$ cat config.mk
export PLATFORM = sky130hd
export DESIGN_NAME = des_key_sequencer
export DESIGN_NICKNAME = d
export VERILOG_FILES = /design/src/rtl/des_key_sequencer.sv
export SDC_FILE = /design/constraint.sdc
export NUM_CORES = 1
export LEC_CHECK = 0
export ABC_AREA = 1
export BUFFER_PORTS_ARGS = -buffer_cell sky130_fd_sc_hd__buf_2
export CORE_MARGIN = 3
export CORE_UTILIZATION = 36
export DETAILED_ROUTE_END_ITERATION = 10
export PLACE_DENSITY_LB_ADDON = 0.08
export REMOVE_ABC_BUFFERS = 1
export SLEW_MARGIN = 20
export SYNTH_ARGS = -nofsm -noshare
export SYNTH_HDL_FRONTEND = slang
export SYNTH_SLANG_ARGS = --single-unit
$ cat constraint.sdc
create_clock -name clk -period 2.25 [get_ports clk]
set_clock_uncertainty 0.05 [all_clocks]
set_input_delay 0.1125 -clock clk [delete_from_list [all_inputs] [get_ports clk]]
set_output_delay 0.1125 -clock clk [all_outputs]
set_load 0.1 [all_outputs]
$ cat src/rtl/des_key_sequencer.sv
// DES key-schedule front end: PC-1 on load, then one rotated C/D pair per cycle,
// with PC-2 applied combinationally to stream K1..K16 (or K16..K1 via right rotation).
module des_key_sequencer #(
    parameter bit PARITY_CHECK = 1'b1
) (
    input  logic        clk,
    input  logic        rst,
    input  logic        key_valid,
    output logic        key_ready,
    input  logic [63:0] key_in,
    input  logic        decrypt,
    output logic        rk_valid,
    input  logic        rk_ready,
    output logic [47:0] rk_out,
    output logic [4:0]  rk_round,
    output logic        rk_last,
    output logic        busy,
    output logic        parity_err
);

    localparam int PC1_T [56] = '{
        57, 49, 41, 33, 25, 17,  9,  1, 58, 50, 42, 34, 26, 18,
        10,  2, 59, 51, 43, 35, 27, 19, 11,  3, 60, 52, 44, 36,
        63, 55, 47, 39, 31, 23, 15,  7, 62, 54, 46, 38, 30, 22,
        14,  6, 61, 53, 45, 37, 29, 21, 13,  5, 28, 20, 12,  4
    };

    localparam int PC2_T [48] = '{
        14, 17, 11, 24,  1,  5,  3, 28, 15,  6, 21, 10,
        23, 19, 12,  4, 26,  8, 16,  7, 27, 20, 13,  2,
        41, 52, 31, 37, 47, 55, 30, 40, 51, 45, 33, 48,
        44, 49, 39, 56, 34, 53, 46, 42, 50, 36, 29, 32
    };

    // Vectors are MSB-first in FIPS numbering: DES bit n of a W-bit word sits at [W-n].
    function automatic logic [55:0] pc1(input logic [63:0] k);
        logic [55:0] r;
        r = '0;
        for (int i = 0; i < 56; i++) r[55-i] = k[64-PC1_T[i]];
        return r;
    endfunction

    function automatic logic [47:0] pc2(input logic [55:0] cd);
        logic [47:0] r;
        r = '0;
        for (int i = 0; i < 48; i++) r[47-i] = cd[56-PC2_T[i]];
        return r;
    endfunction

    function automatic logic [27:0] rotl(input logic [27:0] x, input logic two);
        return two ? {x[25:0], x[27:26]} : {x[26:0], x[27]};
    endfunction

    function automatic logic [27:0] rotr(input logic [27:0] x, input logic two);
        return two ? {x[1:0], x[27:2]} : {x[0], x[27:1]};
    endfunction

    // Rounds 1, 2, 9 and 16 shift by one; every other round shifts by two.
    function automatic logic shift_two(input logic [4:0] r);
        return !(r == 5'd1 || r == 5'd2 || r == 5'd9 || r == 5'd16);
    endfunction

    typedef enum logic {IDLE, RUN} state_t;

    state_t      state_q;
    logic [27:0] c_q, d_q;
    logic [4:0]  round_q;
    logic        dec_q;
    logic        valid_q, busy_q, last_q, perr_q;

    logic [55:0] cd0;
    logic [27:0] c_d, d_d;
    logic [27:0] c0_d, d0_d;
    logic [4:0]  round_d;
    logic        last_d;
    logic        perr_d;

    always_comb begin
        cd0    = pc1(key_in);
        c0_d   = decrypt ? cd0[55:28] : rotl(cd0[55:28], 1'b0);
        d0_d   = decrypt ? cd0[27:0]  : rotl(cd0[27:0],  1'b0);
        perr_d = 1'b0;
        for (int b = 0; b < 8; b++) perr_d = perr_d | ~^key_in[8*b +: 8];
        if (dec_q) begin
            round_d = round_q - 5'd1;
            c_d     = rotr(c_q, shift_two(round_q));
            d_d     = rotr(d_q, shift_two(round_q));
            last_d  = (round_d == 5'd1);
        end else begin
            round_d = round_q + 5'd1;
            c_d     = rotl(c_q, shift_two(round_d));
            d_d     = rotl(d_q, shift_two(round_d));
            last_d  = (round_d == 5'd16);
        end
    end

    always_ff @(posedge clk or posedge rst) begin
        if (rst) begin
            state_q <= IDLE;
            c_q     <= '0;
            d_q     <= '0;
            round_q <= '0;
            dec_q   <= 1'b0;
            valid_q <= 1'b0;
            busy_q  <= 1'b0;
            last_q  <= 1'b0;
            perr_q  <= 1'b0;
        end else begin
            case (state_q)
                IDLE: begin
                    if (key_valid) begin
                        c_q     <= c0_d;
                        d_q     <= d0_d;
                        dec_q   <= decrypt;
                        round_q <= decrypt ? 5'd16 : 5'd1;
                        last_q  <= 1'b0;
                        valid_q <= 1'b1;
                        busy_q  <= 1'b1;
                        perr_q  <= PARITY_CHECK ? perr_d : 1'b0;
                        state_q <= RUN;
                    end
                end
                RUN: begin
                    if (rk_ready) begin
                        if (last_q) begin
                            valid_q <= 1'b0;
                            busy_q  <= 1'b0;
                            last_q  <= 1'b0;
                            state_q <= IDLE;
                        end else begin
                            c_q     <= c_d;
                            d_q     <= d_d;
                            round_q <= round_d;
                            last_q  <= last_d;
                        end
                    end
                end
                default: state_q <= IDLE;
            endcase
        end
    end

    assign key_ready  = (state_q == IDLE);
    assign rk_valid   = valid_q;
    assign busy       = busy_q;
    assign rk_out     = pc2({c_q, d_q});
    assign rk_round   = round_q;
    assign rk_last    = last_q;
    assign parity_err = perr_q;

endmodule

==> results by group, run 1 <==
Clocking
  • Num CTS Buffers: 9
  • Total clock sinks: 66
  • H-Tree Depth: 3
  • Clock network latency to the later pin of the worst-skew pair: 340 ps
  • Worst-path clk slew: 60 ps
  • Root Buffer: clkbuf_16
  • Post-CTS setup buffers: 0
  • CTS tree: yes
  • Clock buffer depth: 2

Global route
  • Grt total ovfl: 0
  • Initial antenna violation count: 0
  • Number of global-route vias before repair: 6287
  • First-pass GRT wire length: 36100 um
  • GRT Total Usage: 22.8%
  • Largest net degree at the start of global routing: 61

Timing
  • Worst slew pin tran: 742 ps
  • Minimum clock period: 2080 ps
  • Rel. slew slack: 50.6%
  • RSZ-0062 raised after global routing: no
  • Final Hold Fails: 0
  • Slew Limit Fails: 0
  • Fmax: 481 MHz
  • Final period util: 92.4%
  • Final setup violation count: 0

Placed design
  • Post-DP Area: 6950 um2
  • Count of input and output buffers: 126
  • Post-DP HPWL: 15000 um
  • GPL Wtd Cong: 0.811
  • Placed cell count: 1263

Final layout
  • Final instance area: 7310 um2
  • Area Overhead vs Synth: 12.3%
  • Fraction of layout cells with a size suffix above 1: 21.9%
  • Antenna fix cells: 0
  • Final std cells w/o fill: 1282
  • Layout Nets: 1127

Setup path
  • Crit Path Class: flop to flop
  • Worst path slowest cell: clkinv_1
  • Maximum fanout along the worst path: 28
  • Critical Path RT: 2470 ps
  • Critical-path cell list: nor2_1, clkinv_1, buf_12, o22ai_1, nand2_1, nand3_1
  • Reg2Reg Setup Slack: 170 ps
  • CP peak stage delay: 600 ps
  • Worst path bufs/invs: 2
  • Startpoint Class: flop
  • Worst setup EP type: flop
  • Delay-heaviest family, CP: buffers and inverters
  • CP arrival: 2300 ps

Floorplanning
  • # rows: 48
  • I/O Pins: 127
  • Die extent in y: 140 um
  • Die W: 140 um
  • Starting Density: 37.2%
  • Core area: 17500 um2
  • Die area: 19700 um2

Route
  • Routed length per instance: 17.9 um
  • Final WL: 23000 um
  • Vias: 6666
  • DRC Markers: 0
  • DRT iter0 DRCs: 591
  • Via/cell ratio: 5.20
  • DRT Pass-1 Iters: 5
  • Routed Antenna Nets: 0

Synth
  • Synth top area share: 25.4%
  • Yosys cell types: 33
  • Synth async-reset ratio: 100%
  • Register bit total from synthesis: 66
  • Synthesized area per cell: 6.48 um2
  • Register area share after synthesis: 25.4%
  • Synth area leader: dfrtp_1
  • Synth area leaders: dfrtp_1 (25%), nand2_1 (18%), nand3_1 (17%)
  • Main synth FF type: dfrtp_1
  • Synthesized cell area: 6510 um2
  • Number of synthesized flops with an enable pin: 0
  • Cells after Synth: 1005
  • Yosys Warn Count: 0

Run
  • Max cap viols: 0

Run status
  • Status: complete, no violations

Min path
  • HP Class: input port to flop
[cell families (layout without fill, tap and decap cells)]
kind of cell	Yosys count	count (layout)	share of synthesized area, %
AND/OR/NAND/NOR	599	599	41.0
buffers and inverters	195	247	16.5
adder cells (fa/ha/maj)	6	6	1.15
XOR/XNOR	57	57	8.08
AO/OA/AOI/OAI	82	82	7.81
flip-flops	66	66	25.4
[registers in the layout, summed over array words and instances, names as in the netlist]
| register | flops |
|---|---|
| c_q | 28 |
| d_q | 28 |
| rk_round | 5 |
| busy | 1 |
| dec_q | 1 |
| parity_err | 1 |
| rk_last | 1 |
| state_q | 1 |
[layout make-up]
type / instances / area (um2)
fill: 1916 / 10200
multi-input combinational: 744 / 3800
sequential: 66 / 1650
timing repair buffer: 153 / 972
clock buffer: 15 / 298
inverter: 78 / 297
tap: 225 / 282
clock inverter: 1 / 5.00
[final timing paths]
path / depth (start not counted) / from / endpoint
worst max-delay path: 6 / state_q / c_q[11]
worst min-delay path: 3 / decrypt / dec_q
worst max register to register: 6 / state_q / c_q[11]
worst min register to register: 2 / busy / busy
max in group asynchronous: 4 / rst / c_q[16]
min in group asynchronous: 3 / rst / rk_round[4]
[tightest hold or removal path: cells and delay by family]
| kind | cells | cell delay, ps |
|---|---|---|
| buffers and inverters | 2 | 180 |
| AO/OA/AOI/OAI | 1 | 100 |
[synth_stat cells, types with 2 or more instances]
master,count
xnor2_1,48
clkbuf_1,33
dfrtp_1,66
inv_2,4
nand3_1,226
a21oi_1,6
o21ai_0,9
buf_12,5
o22ai_1,57
nor2_1,17
buf_4,49
ha_1,6
buf_1,2
xor2_1,7
o211ai_1,6
buf_6,7
clkinv_1,2
nand2_1,306
inv_1,72
buf_2,21
nor2_2,2
nand2_2,41
or2_2,3
[layout by cell type (no fill, tap or decap), types with 8 or more instances in the layout]
master	n
buf_12	9
buf_2	126
buf_4	14
clkbuf_16	10
dfrtp_1	64
inv_1	69
nand2_1	305
nand2_2	42
nand3_1	225
nor2_1	16
o21ai_0	8
o22ai_1	57
xnor2_1	48
[metrics by stage]
step | hold slack [ps] | TNS (ps) | utilization, % | worst slack [ps]
floorplan | 179 | -159420 | - | -2620
global placement | 128 | 0 | 39.8 | 176
detailed placement | 131 | 0 | 39.8 | 135
CTS | 52.2 | 0 | 41.6 | 102
global route | 81.2 | 0 | 41.8 | 2.88
finish | 59.0 | 0 | 41.8 | 171
[layer usage]
metal / global-route usage, % / vias up / routed length, um
li1: - / 3316 / -
met1: 35.5 / 3112 / 11300
met2: 33.2 / 217 / 10000
met3: 2.70 / 21 / 1190
met4: 5.97 / 0 / 372
met5: 0 / - / 0
[repair_timing]
item,4_1_cts,5_1_grt
setup endpoints to repair,0,32
hold buffers,2,0
hold endpoints to repair,17,0
resized for setup,0,6
Power of run 1 is left out: the tool's default activity adds up to more than one toggle a clock period on the data nets, which glitch-free logic cannot reach.
==> run 2, diff against run 1 <==
--- a/config.mk
+++ b/config.mk
@@ -7,8 +7,9 @@
 export LEC_CHECK = 0
 export ABC_AREA = 1
 export BUFFER_PORTS_ARGS = -buffer_cell sky130_fd_sc_hd__buf_2
+export CORE_ASPECT_RATIO = 1.1
 export CORE_MARGIN = 3
-export CORE_UTILIZATION = 36
+export CORE_UTILIZATION = 57
 export DETAILED_ROUTE_END_ITERATION = 10
 export PLACE_DENSITY_LB_ADDON = 0.08
 export REMOVE_ABC_BUFFERS = 1
==> run 2 against run 1 <==
Effect of this change:
- sequential share of layout area grew 0.45 points
- setup slack lost 33 ps
- first-iteration DRC count grew 4.2%
- via count grew 4.4%
- critical path type unchanged
- largest cell class unchanged
==> results by group, run 2 (synthesis gave the netlist of run 1 again) <==
Global route
  • Initial antenna violation count: 0
  • Largest net degree at the start of global routing: 61
  • Grt total ovfl: 0
  • Number of global-route vias before repair: 6241
  • First-pass GRT wire length: 32100 um
  • GRT Total Usage: 31.0%

Clocking
  • Num CTS Buffers: 9
  • H-Tree Depth: 3
  • Clock buffer depth: 2
  • Clock network latency to the later pin of the worst-skew pair: 340 ps
  • Root Buffer: clkbuf_16
  • CTS tree: yes
  • Worst-path clk slew: 60 ps
  • Total clock sinks: 66

Setup path
  • Critical path's most frequent cell: nand3_1
  • Critical-path cell list: ha_2, nand3_2, xor2_4, nand4_2, nand2_4, buf_12, clkbuf_16, nand2_2, nand3_1, nand3_1, nand3_1
  • Reg2Reg Setup Slack: 140 ps
  • Critical Path RT: 2470 ps
  • Worst setup EP type: flop
  • Worst r2r dst: d_q[26]
  • CP peak stage delay: 420 ps
  • Startpoint Class: flop
  • R2r worst-path depth: 11
  • Worst path slowest cell: dfrtp_2
  • Crit Path Class: flop to flop
  • FF-to-FF Start: rk_round[1]
  • Maximum fanout along the worst path: 28
  • CP arrival: 2330 ps

Run status
  • Status: complete, no violations

Timing
  • Final period util: 93.8%
  • Slack of the critical path: 139 ps
  • Rel. slew slack: 25.6%
  • Worst slew pin tran: 1110 ps
  • Final setup violation count: 0
  • Final Hold Fails: 0
  • WHS: 39.1 ps
  • Fmax: 474 MHz
  • Slew Limit Fails: 0
  • Minimum clock period: 2110 ps

Run
  • Max cap viols: 0

Floorplanning
  • Die extent in y: 118 um
  • Core area: 11000 um2
  • Die W: 108 um
  • # rows: 40
  • Die area: 12700 um2
  • I/O Pins: 127
  • Starting Density: 59.1%

Route
  • DRT Pass-1 Iters: 5
  • DRC Markers: 0
  • Routed length per instance: 16.7 um
  • Routed Antenna Nets: 0
  • DRT iter0 DRCs: 616
  • Final WL: 20000 um
  • Via/cell ratio: 5.80
  • Vias: 6960

Placed design
  • Post-DP HPWL: 12900 um
  • Count of input and output buffers: 126
  • GPL Wtd Cong: 0.927
  • Setup WS pre-CTS: 56.4 ps

Final layout
  • Most frequent cells in the layout: nand2_1 (305), nand3_1 (225), buf_2 (126), inv_1 (71), dfrtp_1 (63)
  • Fraction of layout cells with a size suffix above 1: 21.6%
  • Area Overhead vs Synth: 10.2%
  • Commonest non-fill, non-tap cell in the layout: nand2_1
  • Antenna fix cells: 0
  • Layout Nets: 1123

Min path
  • Worst hold endpoint: state_q
  • HP Class: input port to flop
  • Min-delay src: rk_ready
  • WHS Path Cells: 3
[run 2: timing repair]
action	in CTS	in global routing
buffers inserted	0	1
resized for setup	0	5
hold buffers	2	0
endpoints found under the setup margin	0	56
endpoints found under the hold margin	22	0
[run 2: per-layer routing]
layer	share of wire, %	track usage (%)	vias to the layer above	routed length [um]
met4	2.4	10.3	0	474
li1	-	-	3314	-
met3	9.1	4.39	39	1820
met1	44	46.0	3223	8730
met2	45	46.0	384	9020
met5	0	0	-	0
[run 2: worst max-delay path by stage]
stage / startpoint / cells past startpoint / slack, ps / endpoint
CTS: rk_round[1] / 11 / 50 / d_q[0]
global route: rk_round[1] / 11 / -9 / c_q[7]
detailed placement: rk_round[1] / 11 / 60 / d_q[0]
floorplan: rk_last / 4 / -2620 / rk_round[2]
finish: rk_round[1] / 11 / 140 / d_q[26]
global placement: rk_round[1] / 11 / 130 / d_q[0]
[run 2: critical path: cells and delay by family (launching register included)]
kind / cells / cell delay (ps)
xor+xnor: 1 / 200
simple gates: 7 / 740
fa+ha+maj: 1 / 260
flops: 1 / 420
buf+inv: 2 / 360
[run 2: stage by stage]
| step | TNS, ps | util [%] | instance area, um2 | cells |
|---|---|---|---|---|
| 4_1_cts | 0 | 64.5 | 7100 | 1198 |
| 3_5_place_dp | 0 | 61.6 | 6780 | 1180 |
| 6_report | 0 | 65.1 | 7170 | 1200 |
| 2_1_floorplan | -159420 | - | 5720 | 888 |
| 5_1_grt | -28.4 | 65.1 | 7170 | 1200 |
| 3_3_place_gp | 0 | 61.6 | 6780 | 1180 |
[run 2: final cells by class]
class | count | area [um2]
clock buffers | 11 | 253
inverters | 78 | 293
clock inverters | 5 | 52.6
multi-input cells | 744 | 3810
fillers | 1064 | 3840
well taps | 147 | 184
repair buffers | 149 | 921
flip-flops and latches | 66 | 1660
Power of run 2 is left out for the same reason.
==> run 3, diff against run 2 <==
--- a/config.mk
+++ b/config.mk
@@ -6,7 +6,7 @@
 export NUM_CORES = 1
 export LEC_CHECK = 0
 export ABC_AREA = 1
-export BUFFER_PORTS_ARGS = -buffer_cell sky130_fd_sc_hd__buf_2
+export BUFFER_PORTS_ARGS = -buffer_cell sky130_fd_sc_hd__buf_4
 export CORE_ASPECT_RATIO = 1.1
 export CORE_MARGIN = 3
 export CORE_UTILIZATION = 57
==> run 3 against run 2 <==
Effect of this change:
- global-route usage hardly changed
- first-iteration DRC count up 8.6%
- critical path type unchanged
- final area is 3.5% higher
- routed wire length fell by 0.93%
- fmax fell by 0.17%
==> results by group, run 3 (synthesis gave the netlist of run 1 again) <==
Floorplanning
  • # rows: 40
  • Die extent in y: 118 um
  • Starting Density: 59.1%
  • Core area: 11000 um2
  • I/O Pins: 127
  • Die area: 12700 um2
  • Die W: 108 um

Setup path
  • Delay-heaviest family, CP: simple AND/OR/NAND/NOR gates
  • CP peak stage delay: 420 ps
  • Startpoint Class: flop
  • CP arrival: 2280 ps
  • Critical-path cell list: ha_2, nand3_2, xor2_4, nand4_2, nand2_4, inv_2, buf_4, nand2_1, nand3_1, nand3_1, nand3_1
  • Maximum fanout along the worst path: 28
  • Crit Path Class: flop to flop
  • Critical Path RT: 2410 ps
  • Worst setup EP type: flop
  • Worst path bufs/invs: 2
  • Critical path's most frequent cell: nand3_1
  • Worst path slowest cell: dfrtp_2

Placed design
  • Placed cell count: 1181
  • Count of input and output buffers: 126
  • Post-DP HPWL: 13300 um
  • Setup WS pre-CTS: 89.0 ps
  • GPL Wtd Cong: 0.921

Final layout
  • Layout Nets: 1122
  • Antenna fix cells: 0
  • Fin util: 67.4%
  • Fillers: 1017
  • Fraction of layout cells with a size suffix above 1: 21.3%
  • Final std cells w/o fill: 1198
  • Commonest non-fill, non-tap cell in the layout: nand2_1
  • Most frequent cells in the layout: nand2_1 (305), nand3_1 (225), buf_4 (137), inv_1 (71), dfrtp_1 (63)
  • Area Overhead vs Synth: 14.1%

Global route
  • Grt total ovfl: 0
  • First-pass GRT wire length: 32100 um
  • GRT Total Usage: 31.0%
  • Initial antenna violation count: 0
  • Largest net degree at the start of global routing: 61
  • Number of global-route vias before repair: 6198

Route
  • Final WL: 19900 um
  • Routed Antenna Nets: 0
  • Vias: 6923
  • DRT Pass-1 Iters: 5
  • Via/cell ratio: 5.78
  • Met1 WL: 8530 um
  • DRT iter0 DRCs: 669
  • Highest routing layer actually used: met4
  • Met3 routed WL: 1880 um
  • DRC Markers: 0
  • WL met2: 9060 um
  • Routed length per instance: 16.6 um

Clocking
  • CTS tree: yes
  • Clock buffer depth: 2
  • Post-CTS setup buffers: 0
  • Root Buffer: clkbuf_16
  • Clock network latency to the later pin of the worst-skew pair: 340 ps
  • Worst-path clk slew: 60 ps
  • Num CTS Buffers: 9
  • Total clock sinks: 66
  • H-Tree Depth: 3

Timing
  • Slack of the critical path: 135 ps
  • WHS: 39.6 ps
  • Final Hold Fails: 0
  • Slew Limit Fails: 0
  • Final setup violation count: 0
  • Rel. slew slack: 50.3%
  • Final period util: 94.0%
  • RSZ-0062 raised after global routing: yes
  • Minimum clock period: 2110 ps
  • Worst slew pin tran: 745 ps
  • Fmax: 473 MHz

Run status
  • Status: complete, no violations

Min path
  • HP Class: input port to flop

Run
  • Max cap viols: 0
-- run 3: path summary, 6_finish.rpt --
check | from | to | slack (ps) | cells past startpoint
worst max-delay path | rk_round[1] | c_q[6] | 140 | 11
worst min-delay path | decrypt | dec_q | 40 | 3
worst max register to register | rk_round[1] | c_q[6] | 140 | 11
worst min register to register | rk_round[0] | rk_round[0] | 480 | 1
max in group asynchronous | rst | c_q[17] | 1280 | 4
min in group asynchronous | rst | d_q[8] | 210 | 3
-- run 3: timing repair --
action / in CTS / in global routing
hold endpoints to repair: 23 / 0
hold buffers: 2 / 0
resized for setup: 0 / 4
endpoints found under the setup margin: 0 / 56
-- run 3: routing by layer --
layer | global-route usage, % | up-vias
li1 | - | 3303
met1 | 45.7 | 3175
met2 | 46.6 | 414
met3 | 4.94 | 31
met4 | 8.84 | 0
met5 | 0 | -
-- run 3: worst register-to-register path, stage by stage, from the launching register on --
cell and delay [ps]:
dfrtp_2 420, ha_2 230, nand3_2 130, xor2_4 200
nand4_2 180, nand2_4 170, inv_2 50, buf_4 230
nand2_1 110, nand3_1 60, nand3_1 80, nand3_1 100
-- run 3: final cells by class --
type                            instances  area (um2)  share of cell area [%]
Sequential cell                        66        1660                    22.3
Tap cell                              147         184                    2.48
Clock inverter                          3        15.0                   0.202
Multi-Input combinational cell        744        3800                    51.2
Timing Repair Buffer                  148        1220                    16.4
Inverter                               78         293                    3.94
Clock buffer                           12         256                    3.45
-- run 3: stage by stage --
| step | TNS, ps | instance area [um2] |
|---|---|---|
| finish | 0 | 7430 |
| global route | -234 | 7430 |
| CTS | 0 | 7420 |
| detailed placement | 0 | 7130 |
| global placement | 0 | 7130 |
| floorplan | -159420 | 5720 |
Power of run 3 is left out for the same reason.
